**config.mk**
```make
export PLATFORM = sky130hd
export DESIGN_NAME = unidad_control_flat
export DESIGN_NICKNAME = d
export VERILOG_FILES = /design/src/rtl/unidad_control_if.sv /design/src/rtl/unidad_control.sv /design/src/flat_wrapper.sv
export SDC_FILE = /design/constraint.sdc
export NUM_CORES = 1
export LEC_CHECK = 0
export CAP_MARGIN = 5
export CORE_AREA = 2 2 39 41
export CTS_BUF_LIST = sky130_fd_sc_hd__clkbuf_8
export DETAILED_ROUTE_END_ITERATION = 12
export DIE_AREA = 0 0 41 43
export GPL_ROUTABILITY_DRIVEN = 0
export PLACE_DENSITY = 0.75
export SETUP_SLACK_MARGIN = 0.02
export SYNTH_ARGS = -nofsm -noshare
export SYNTH_HDL_FRONTEND = slang
export SYNTH_SLANG_ARGS = --single-unit
```
**constraint.sdc**
```tcl
create_clock -name clk -period 3.55 [get_ports clk]
set_clock_uncertainty 0.2 [all_clocks]
set_input_delay 0.71 -clock clk [delete_from_list [all_inputs] [get_ports clk]]
set_output_delay 0.71 -clock clk [all_outputs]
set_load 0.005 [all_outputs]
```
**src/rtl/unidad_control_if.sv**
```systemverilog
// Bundle between the multicycle control unit and the datapath/debug side.
// Zero latency: plain wires, no storage.
// No backpressure: strobes are level signals decoded from the controller state.
//
// Signals:
//   codigoOp  datapath -> control   opcode field IR[31:26]
//   PCWrite, PCWriteCond, IorD, MemRead, MemWrite, MemtoReg,
//   IRWrite, RegWrite, RegDst, ALUSrcA    control -> datapath  1-bit strobes/selects
//   PCSource, ALUSrcB, ALUOp              control -> datapath  2-bit selects
//   excepcion                             control -> datapath  illegal-opcode pulse
//   estado                                control -> debug     current state code
interface unidad_control_if #(
  parameter int W_ESTADO = 4
);
  logic [5:0]          codigoOp;
  logic                PCWrite;
  logic                PCWriteCond;
  logic                IorD;
  logic                MemRead;
  logic                MemWrite;
  logic                MemtoReg;
  logic                IRWrite;
  logic                RegWrite;
  logic                RegDst;
  logic                ALUSrcA;
  logic [1:0]          PCSource;
  logic [1:0]          ALUSrcB;
  logic [1:0]          ALUOp;
  logic                excepcion;
  logic [W_ESTADO-1:0] estado;

  // Control unit side.
  modport master (
    input  codigoOp,
    output PCWrite, PCWriteCond, IorD, MemRead, MemWrite, MemtoReg,
           IRWrite, RegWrite, RegDst, ALUSrcA, PCSource, ALUSrcB, ALUOp,
           excepcion, estado
  );

  // Datapath side.
  modport slave (
    output codigoOp,
    input  PCWrite, PCWriteCond, IorD, MemRead, MemWrite, MemtoReg,
           IRWrite, RegWrite, RegDst, ALUSrcA, PCSource, ALUSrcB, ALUOp,
           excepcion, estado
  );
endinterface

```
**src/rtl/unidad_control.sv**
```systemverilog
// Moore control FSM for a multicycle MIPS-style datapath (lw, sw, R-type, beq, j, addi).
// Outputs are a pure decode of the state register; state advances one step per clk edge.
// No backpressure: one state per cycle, 3-5 cycles per instruction.
//
// Ports:
//   clk    rising-edge system clock
//   reset  asynchronous active-high; forces FETCH at once
//   bus    unidad_control_if.master: codigoOp in, datapath strobes/selects, excepcion, estado out
module unidad_control #(
  parameter int W_ESTADO = 4
) (
  input  logic              clk,
  input  logic              reset,
  unidad_control_if.master  bus
);

  typedef enum logic [W_ESTADO-1:0] {
    FETCH  = W_ESTADO'(0),
    DECODE = W_ESTADO'(1),
    MEMADR = W_ESTADO'(2),
    MEMRD  = W_ESTADO'(3),
    MEMWB  = W_ESTADO'(4),
    MEMWR  = W_ESTADO'(5),
    EXEC   = W_ESTADO'(6),
    RWB    = W_ESTADO'(7),
    BRANCH = W_ESTADO'(8),
    JUMP   = W_ESTADO'(9),
    ADDIEX = W_ESTADO'(10),
    ADDIWB = W_ESTADO'(11),
    ILEGAL = W_ESTADO'(12)
  } estado_t;

  localparam logic [5:0] OP_LW   = 6'b100011;
  localparam logic [5:0] OP_SW   = 6'b101011;
  localparam logic [5:0] OP_RTYP = 6'b000000;
  localparam logic [5:0] OP_BEQ  = 6'b000100;
  localparam logic [5:0] OP_J    = 6'b000010;
  localparam logic [5:0] OP_ADDI = 6'b001000;

  localparam logic [1:0] ALU_ADD = 2'b00;
  localparam logic [1:0] ALU_SUB = 2'b01;
  localparam logic [1:0] ALU_FN  = 2'b10;

  localparam logic [1:0] SRCB_REG  = 2'b00;
  localparam logic [1:0] SRCB_FOUR = 2'b01;
  localparam logic [1:0] SRCB_IMM  = 2'b10;
  localparam logic [1:0] SRCB_IMM2 = 2'b11;

  localparam logic [1:0] PC_ALU    = 2'b00;
  localparam logic [1:0] PC_ALUOUT = 2'b01;
  localparam logic [1:0] PC_JUMP   = 2'b10;

  estado_t    r_estado;
  estado_t    w_estado_sig;

  logic       w_pc_write;
  logic       w_pc_write_cond;
  logic       w_iord;
  logic       w_mem_read;
  logic       w_mem_write;
  logic       w_mem_to_reg;
  logic       w_ir_write;
  logic       w_reg_write;
  logic       w_reg_dst;
  logic       w_alu_src_a;
  logic [1:0] w_pc_source;
  logic [1:0] w_alu_src_b;
  logic [1:0] w_alu_op;
  logic       w_excepcion;

  // State register. Reset is asynchronous so an in-flight memory write is
  // withdrawn immediately rather than at the next edge.
  always_ff @(posedge clk or posedge reset) begin
    if (reset) begin
      r_estado <= FETCH;
    end else begin
      r_estado <= w_estado_sig;
    end
  end

  // Next-state and output decode. Outputs depend only on r_estado; codigoOp
  // only steers the next state in DECODE and MEMADR.
  always_comb begin
    w_estado_sig    = FETCH;
    w_pc_write      = 1'b0;
    w_pc_write_cond = 1'b0;
    w_iord          = 1'b0;
    w_mem_read      = 1'b0;
    w_mem_write     = 1'b0;
    w_mem_to_reg    = 1'b0;
    w_ir_write      = 1'b0;
    w_reg_write     = 1'b0;
    w_reg_dst       = 1'b0;
    w_alu_src_a     = 1'b0;
    w_pc_source     = PC_ALU;
    w_alu_src_b     = SRCB_REG;
    w_alu_op        = ALU_ADD;
    w_excepcion     = 1'b0;

    case (r_estado)
      FETCH: begin
        // IR <= Mem[PC]; PC <= PC + 4
        w_mem_read   = 1'b1;
        w_ir_write   = 1'b1;
        w_alu_src_b  = SRCB_FOUR;
        w_pc_write   = 1'b1;
        w_alu_op     = ALU_ADD;
        w_pc_source  = PC_ALU;
        w_estado_sig = DECODE;
      end
      DECODE: begin
        // Branch target PC + (imm << 2) computed speculatively into ALUOut.
        w_alu_src_b = SRCB_IMM2;
        w_alu_op    = ALU_ADD;
        case (bus.codigoOp)
          OP_LW, OP_SW: w_estado_sig = MEMADR;
          OP_RTYP:      w_estado_sig = EXEC;
          OP_BEQ:       w_estado_sig = BRANCH;
          OP_J:         w_estado_sig = JUMP;
          OP_ADDI:      w_estado_sig = ADDIEX;
          default:      w_estado_sig = ILEGAL;
        endcase
      end
      MEMADR: begin
        w_alu_src_a  = 1'b1;
        w_alu_src_b  = SRCB_IMM;
        // Only lw/sw reach here, so anything other than lw is a store.
        w_estado_sig = (bus.codigoOp == OP_LW) ? MEMRD : MEMWR;
      end
      MEMRD: begin
        w_mem_read   = 1'b1;
        w_iord       = 1'b1;
        w_estado_sig = MEMWB;
      end
      MEMWB: begin
        w_reg_write  = 1'b1;
        w_mem_to_reg = 1'b1;
        w_estado_sig = FETCH;
      end
      MEMWR: begin
        w_mem_write  = 1'b1;
        w_iord       = 1'b1;
        w_estado_sig = FETCH;
      end
      EXEC: begin
        w_alu_src_a  = 1'b1;
        w_alu_op     = ALU_FN;
        w_estado_sig = RWB;
      end
      RWB: begin
        w_reg_write  = 1'b1;
        w_reg_dst    = 1'b1;
        w_estado_sig = FETCH;
      end
      BRANCH: begin
        w_alu_src_a     = 1'b1;
        w_alu_op        = ALU_SUB;
        w_pc_write_cond = 1'b1;
        w_pc_source     = PC_ALUOUT;
        w_estado_sig    = FETCH;
      end
      JUMP: begin
        w_pc_write   = 1'b1;
        w_pc_source  = PC_JUMP;
        w_estado_sig = FETCH;
      end
      ADDIEX: begin
        w_alu_src_a  = 1'b1;
        w_alu_src_b  = SRCB_IMM;
        w_alu_op     = ALU_ADD;
        w_estado_sig = ADDIWB;
      end
      ADDIWB: begin
        w_reg_write  = 1'b1;
        w_estado_sig = FETCH;
      end
      ILEGAL: begin
        // Single-cycle flag; every write strobe stays low.
        w_excepcion  = 1'b1;
        w_estado_sig = FETCH;
      end
      default: begin
        // Unused codes recover to FETCH with all strobes low.
        w_estado_sig = FETCH;
      end
    endcase
  end

  assign bus.PCWrite     = w_pc_write;
  assign bus.PCWriteCond = w_pc_write_cond;
  assign bus.IorD        = w_iord;
  assign bus.MemRead     = w_mem_read;
  assign bus.MemWrite    = w_mem_write;
  assign bus.MemtoReg    = w_mem_to_reg;
  assign bus.IRWrite     = w_ir_write;
  assign bus.RegWrite    = w_reg_write;
  assign bus.RegDst      = w_reg_dst;
  assign bus.ALUSrcA     = w_alu_src_a;
  assign bus.PCSource    = w_pc_source;
  assign bus.ALUSrcB     = w_alu_src_b;
  assign bus.ALUOp       = w_alu_op;
  assign bus.excepcion   = w_excepcion;
  assign bus.estado      = r_estado;

endmodule

```
**src/flat_wrapper.sv**
```systemverilog
// flat-port wrapper written by rule: the top's interface ports become plain ports
module unidad_control_flat 
#(
  parameter int W_ESTADO = 4
)
  (clk, reset, bus_codigoOp, bus_PCWrite, bus_PCWriteCond, bus_IorD, bus_MemRead, bus_MemWrite, bus_MemtoReg, bus_IRWrite, bus_RegWrite, bus_RegDst, bus_ALUSrcA, bus_PCSource, bus_ALUSrcB, bus_ALUOp, bus_excepcion, bus_estado);
  unidad_control_if #(.W_ESTADO(W_ESTADO)) bus_i ();
  input  logic clk;
  input  logic reset;
  input wire logic [$bits(bus_i.codigoOp)-1:0] bus_codigoOp;
  output wire logic [$bits(bus_i.PCWrite)-1:0] bus_PCWrite;
  output wire logic [$bits(bus_i.PCWriteCond)-1:0] bus_PCWriteCond;
  output wire logic [$bits(bus_i.IorD)-1:0] bus_IorD;
  output wire logic [$bits(bus_i.MemRead)-1:0] bus_MemRead;
  output wire logic [$bits(bus_i.MemWrite)-1:0] bus_MemWrite;
  output wire logic [$bits(bus_i.MemtoReg)-1:0] bus_MemtoReg;
  output wire logic [$bits(bus_i.IRWrite)-1:0] bus_IRWrite;
  output wire logic [$bits(bus_i.RegWrite)-1:0] bus_RegWrite;
  output wire logic [$bits(bus_i.RegDst)-1:0] bus_RegDst;
  output wire logic [$bits(bus_i.ALUSrcA)-1:0] bus_ALUSrcA;
  output wire logic [$bits(bus_i.PCSource)-1:0] bus_PCSource;
  output wire logic [$bits(bus_i.ALUSrcB)-1:0] bus_ALUSrcB;
  output wire logic [$bits(bus_i.ALUOp)-1:0] bus_ALUOp;
  output wire logic [$bits(bus_i.excepcion)-1:0] bus_excepcion;
  output wire logic [$bits(bus_i.estado)-1:0] bus_estado;
  assign bus_i.codigoOp = bus_codigoOp;
  assign bus_PCWrite = bus_i.PCWrite;
  assign bus_PCWriteCond = bus_i.PCWriteCond;
  assign bus_IorD = bus_i.IorD;
  assign bus_MemRead = bus_i.MemRead;
  assign bus_MemWrite = bus_i.MemWrite;
  assign bus_MemtoReg = bus_i.MemtoReg;
  assign bus_IRWrite = bus_i.IRWrite;
  assign bus_RegWrite = bus_i.RegWrite;
  assign bus_RegDst = bus_i.RegDst;
  assign bus_ALUSrcA = bus_i.ALUSrcA;
  assign bus_PCSource = bus_i.PCSource;
  assign bus_ALUSrcB = bus_i.ALUSrcB;
  assign bus_ALUOp = bus_i.ALUOp;
  assign bus_excepcion = bus_i.excepcion;
  assign bus_estado = bus_i.estado;
  unidad_control #(.W_ESTADO(W_ESTADO)) u_core (.clk(clk), .reset(reset), .bus(bus_i));
endmodule
```
==> results.txt <==
----------------------------------------------------
[Logic synthesis]
  Cell type contributing the most total cell area after synthesis ... sky130_fd_sc_hd__dfrtp_1
  Synthesized area ... 444 um2
  Dominant combinational cell family by area after synthesis ... simple AND/OR/NAND/NOR gates
  Net Count, Synth ... ~70
  Synthesis Warnings ... 0
  Main synth FF type ... sky130_fd_sc_hd__dfrtp_1
  Synthesized instance count ... 63
  Most frequent cell after synthesis ... sky130_fd_sc_hd__nor3_1
  Total of flip-flops plus latches after synthesis ... 4
  Mean cell area of the mapped netlist ... around 7.1 um2
  Share of synthesized registers carrying an async set or reset ... 1.00
  Proportion of synthesized chip area in sequential cells ... 0.225
  Mux cell area share after synthesis ... 0
  Arithmetic-cell share of the synthesized area counting full adders, half adders and majority gates ... 0
  Leading post-synthesis cells by instance count ... sky130_fd_sc_hd__nor3_1 (9), sky130_fd_sc_hd__nor2_1 (7), sky130_fd_sc_hd__a21oi_1 (5), sky130_fd_sc_hd__dfrtp_1 (4)
  Number of enable-type register cells in the synthesized netlist ... 0
  Top-area cell type share of the netlist area ... 0.225
  Biggest area contributors in the synthesized netlist ... sky130_fd_sc_hd__dfrtp_1 (23%), sky130_fd_sc_hd__nor3_1 (10%), sky130_fd_sc_hd__nor2_1 (5.9%)
  Synth Area in Compound Gates ... 0.248
  Simple-gate share of the synthesized area ... 0.394
  Unique cell type count in the Yosys netlist ... 29
  Synthesized-area fraction occupied by xor and xnor cells ... 0.0592

[Clock tree]
  Number of gates resized after cts ... 0
  Number of buffers created by CTS ... 3
  Clock Pin Slew Worst Setup and Hold Paths ... 0.03 ns
  Clk Tree Root Cell ... sky130_fd_sc_hd__clkbuf_8
  Clk Latency, worst-skew pair ... 0.22 ns
  H-tree depth ... 1
  Clock tree sinks ... 4
  Clock Tree Buf Depth ... 2
  Post-CTS Repair Setup Buffers ... 0
  CTS tree ... done
  Number of hold buffers added after CTS ... 0

[Critical path]
  Launch point of the worst path ... u_core.bus.estado[0]
  Nature of the critical path endpoint ... output port
  Worst setup path class ... reg2out
  Setup slack on the worst flop-to-flop path ... 1.87 ns
  Ordered list of cells on the worst path ... nand2b_1 -> or2_1 -> a21oi_1 -> clkdlybuf4s50_1
  Max Fanout on Critical Path ... 17
  Cell type of the slowest stage on the worst timing path ... sky130_fd_sc_hd__dfrtp_1
  Worst Reg2Reg Path Length in Cells ... 3
  Biggest cell delay along the critical path ... 0.63 ns
  Critical path arrival ... 2.00 ns
  Type of origin of the critical path ... register
  Required time worst endpoint ... around 2.6 ns
  Startpoint of the worst register-to-register path ... u_core.bus.estado[0]
  Worst flop-to-flop path endpoint ... u_core.bus.estado[1]

[Cells and area]
  Core utilization of the finished layout ... 0.550
  Antenna fix cells ... 0
  Post-synthesis to final-layout area growth ... 71.3%
  Number of flip-flops in the largest register ... 4
  Fraction of final layout cells sized beyond drive strength 1 ... 0.0674
  Final layout net count ... 99

[Floorplanning]
  Die height ... 43 um
  Die Outline Area ... 1760 um2
  Die outline width ... 41 um
  Number of placement rows ... 14
  Total core area ... about 1400 um2
  I/O pin total ... 29
  Initial Utilization ... 0.321

[Power and ir drop]
  Total power divided by cell area ... 798 nW/um2
  Maximum ir drop on the vdd rail ... 0.000367 V
  Lkg Pwr ... ~0.28 nW

[Global route]
  Total global routing overflow ... 0
  Maximum number of pins on one net before global-route repair ... 18
  Antenna violations before repair ... 0
  GRT Overall Usage ... 0.171
  Vias in the first global route ... 494
  First-pass GRT wire length ... just over 2 mm

[Flow run]
  Max Cap Viol ... 0

[STA]
  Final-layout setup total negative slack ... 0 ns
  Total count of max-transition violations in the final report ... 0
  Final critical-path share of the clock period ... 0.818
  Setup violations, final ... 0
  Slew at the pin with the worst max-slew slack ... between 0.4 and 0.5 ns
  Worst slew margin relative to its limit ... 0.684
  Shortest period the worst path allows ... between 2 and 3 ns
  Endpoints failing hold ... 0
  RSZ-0062 raised after global routing ... no
  Upper clock frequency limit ... 344 MHz

[Place]
  Number of input and output port buffers inserted ... 28
  HPWL after detailed placement ... 944 um

[Route]
  DR pass1 iterations ... 4
  Iter 0 DRT Violations ... 10
  Post-detailed-route DRC marker count ... 0
  Remaining number of nets flagged by the antenna check after routing ... 0
  Wire per inst ... 11.6 um
  Mean number of vias per cell ... 5.30
  Final Routed Wirelength ... 1.22 mm
  Vias ... 557

[Outcome]
  Run status ... finished, final reports clean

[Worst hold path]
  Class of the tightest hold or removal check ... in2async

----------------------------------------------------
[how the worst max path moves through the flow]
stage	slack (ns)	endpoint
global placement	0.92	bus_ALUSrcB[1]
floorplan	1.47	bus_PCSource[0]
global route	0.45	bus_ALUSrcB[1]
CTS	0.67	bus_ALUSrcB[1]
detailed placement	0.92	bus_ALUSrcB[1]
finish	0.64	bus_ALUSrcB[1]
[per-layer routing]
metal	global-route usage	routed length [um]	vias to the layer above
met1	0.227	527	240
met5	0	0	-
met2	0.256	555	29
met4	0.100	21	0
li1	-	-	286
met3	0.0157	112	2
[metrics by stage]
| step | power, mW | instance area [um2] | setup WS [ns] | hold slack (ns) | instances |
|---|---|---|---|---|---|
| after CTS | 0.612 | 761 | 0.665 | 0.468 | 105 |
| after global routing | 0.664 | 761 | 0.445 | 0.507 | 105 |
| after detailed placement | 0.512 | 719 | 0.921 | 0.589 | 102 |
| final | 0.607 | 761 | 0.644 | 0.468 | 105 |
| after floorplan | 0.290 | 444 | 1.47 | 0.276 | 63 |
| after global placement | 0.509 | 719 | 0.924 | 0.579 | 102 |
[critical path, delay by kind of cell, from the launching register on]
kind,cells,cell delay (ns)
compound gates,1,0.13
simple gates,2,0.50
flops,1,0.63
buf+inv,1,0.51
[cell type report]
| cell class | instances | area [um2] |
|---|---|---|
| Sequential cell | 4 | 100 |
| Inverter | 2 | 7.51 |
| Multi-Input combinational cell | 52 | 312 |
| Tap cell | 16 | 20.0 |
| Fill cell | 149 | 623 |
| Timing Repair Buffer | 28 | 280 |
| Clock buffer | 3 | 41.3 |
[cell usage in the layout (no fill, tap or decap), types with 3 or more instances in the layout]
master and count:
sky130_fd_sc_hd__clkdlybuf4s50_1 28, sky130_fd_sc_hd__dfrtp_1 4, sky130_fd_sc_hd__nand2b_1 3, sky130_fd_sc_hd__a21oi_1 5, sky130_fd_sc_hd__nor2_1 7, sky130_fd_sc_hd__clkbuf_8 3, sky130_fd_sc_hd__nor3_1 9, sky130_fd_sc_hd__or2_1 3
sky130_fd_sc_hd__nand2_1 3
[kinds of logic (layout without fill, tap and decap cells)]
logic type,after synthesis,after routing
xor+xnor,3,3
buf+inv,7,33
simple gates,34,34
compound gates,15,15
flops,4,4
[where the power goes]
part,internal [mW],switching [mW],leakage [nW]
Combinational,0.239,0.147,0.207
Clock,0.0724,0.0250,0.0216
Sequential,0.0628,0.0615,0.0520
Note: power is estimated with default switching activity, not from simulation.
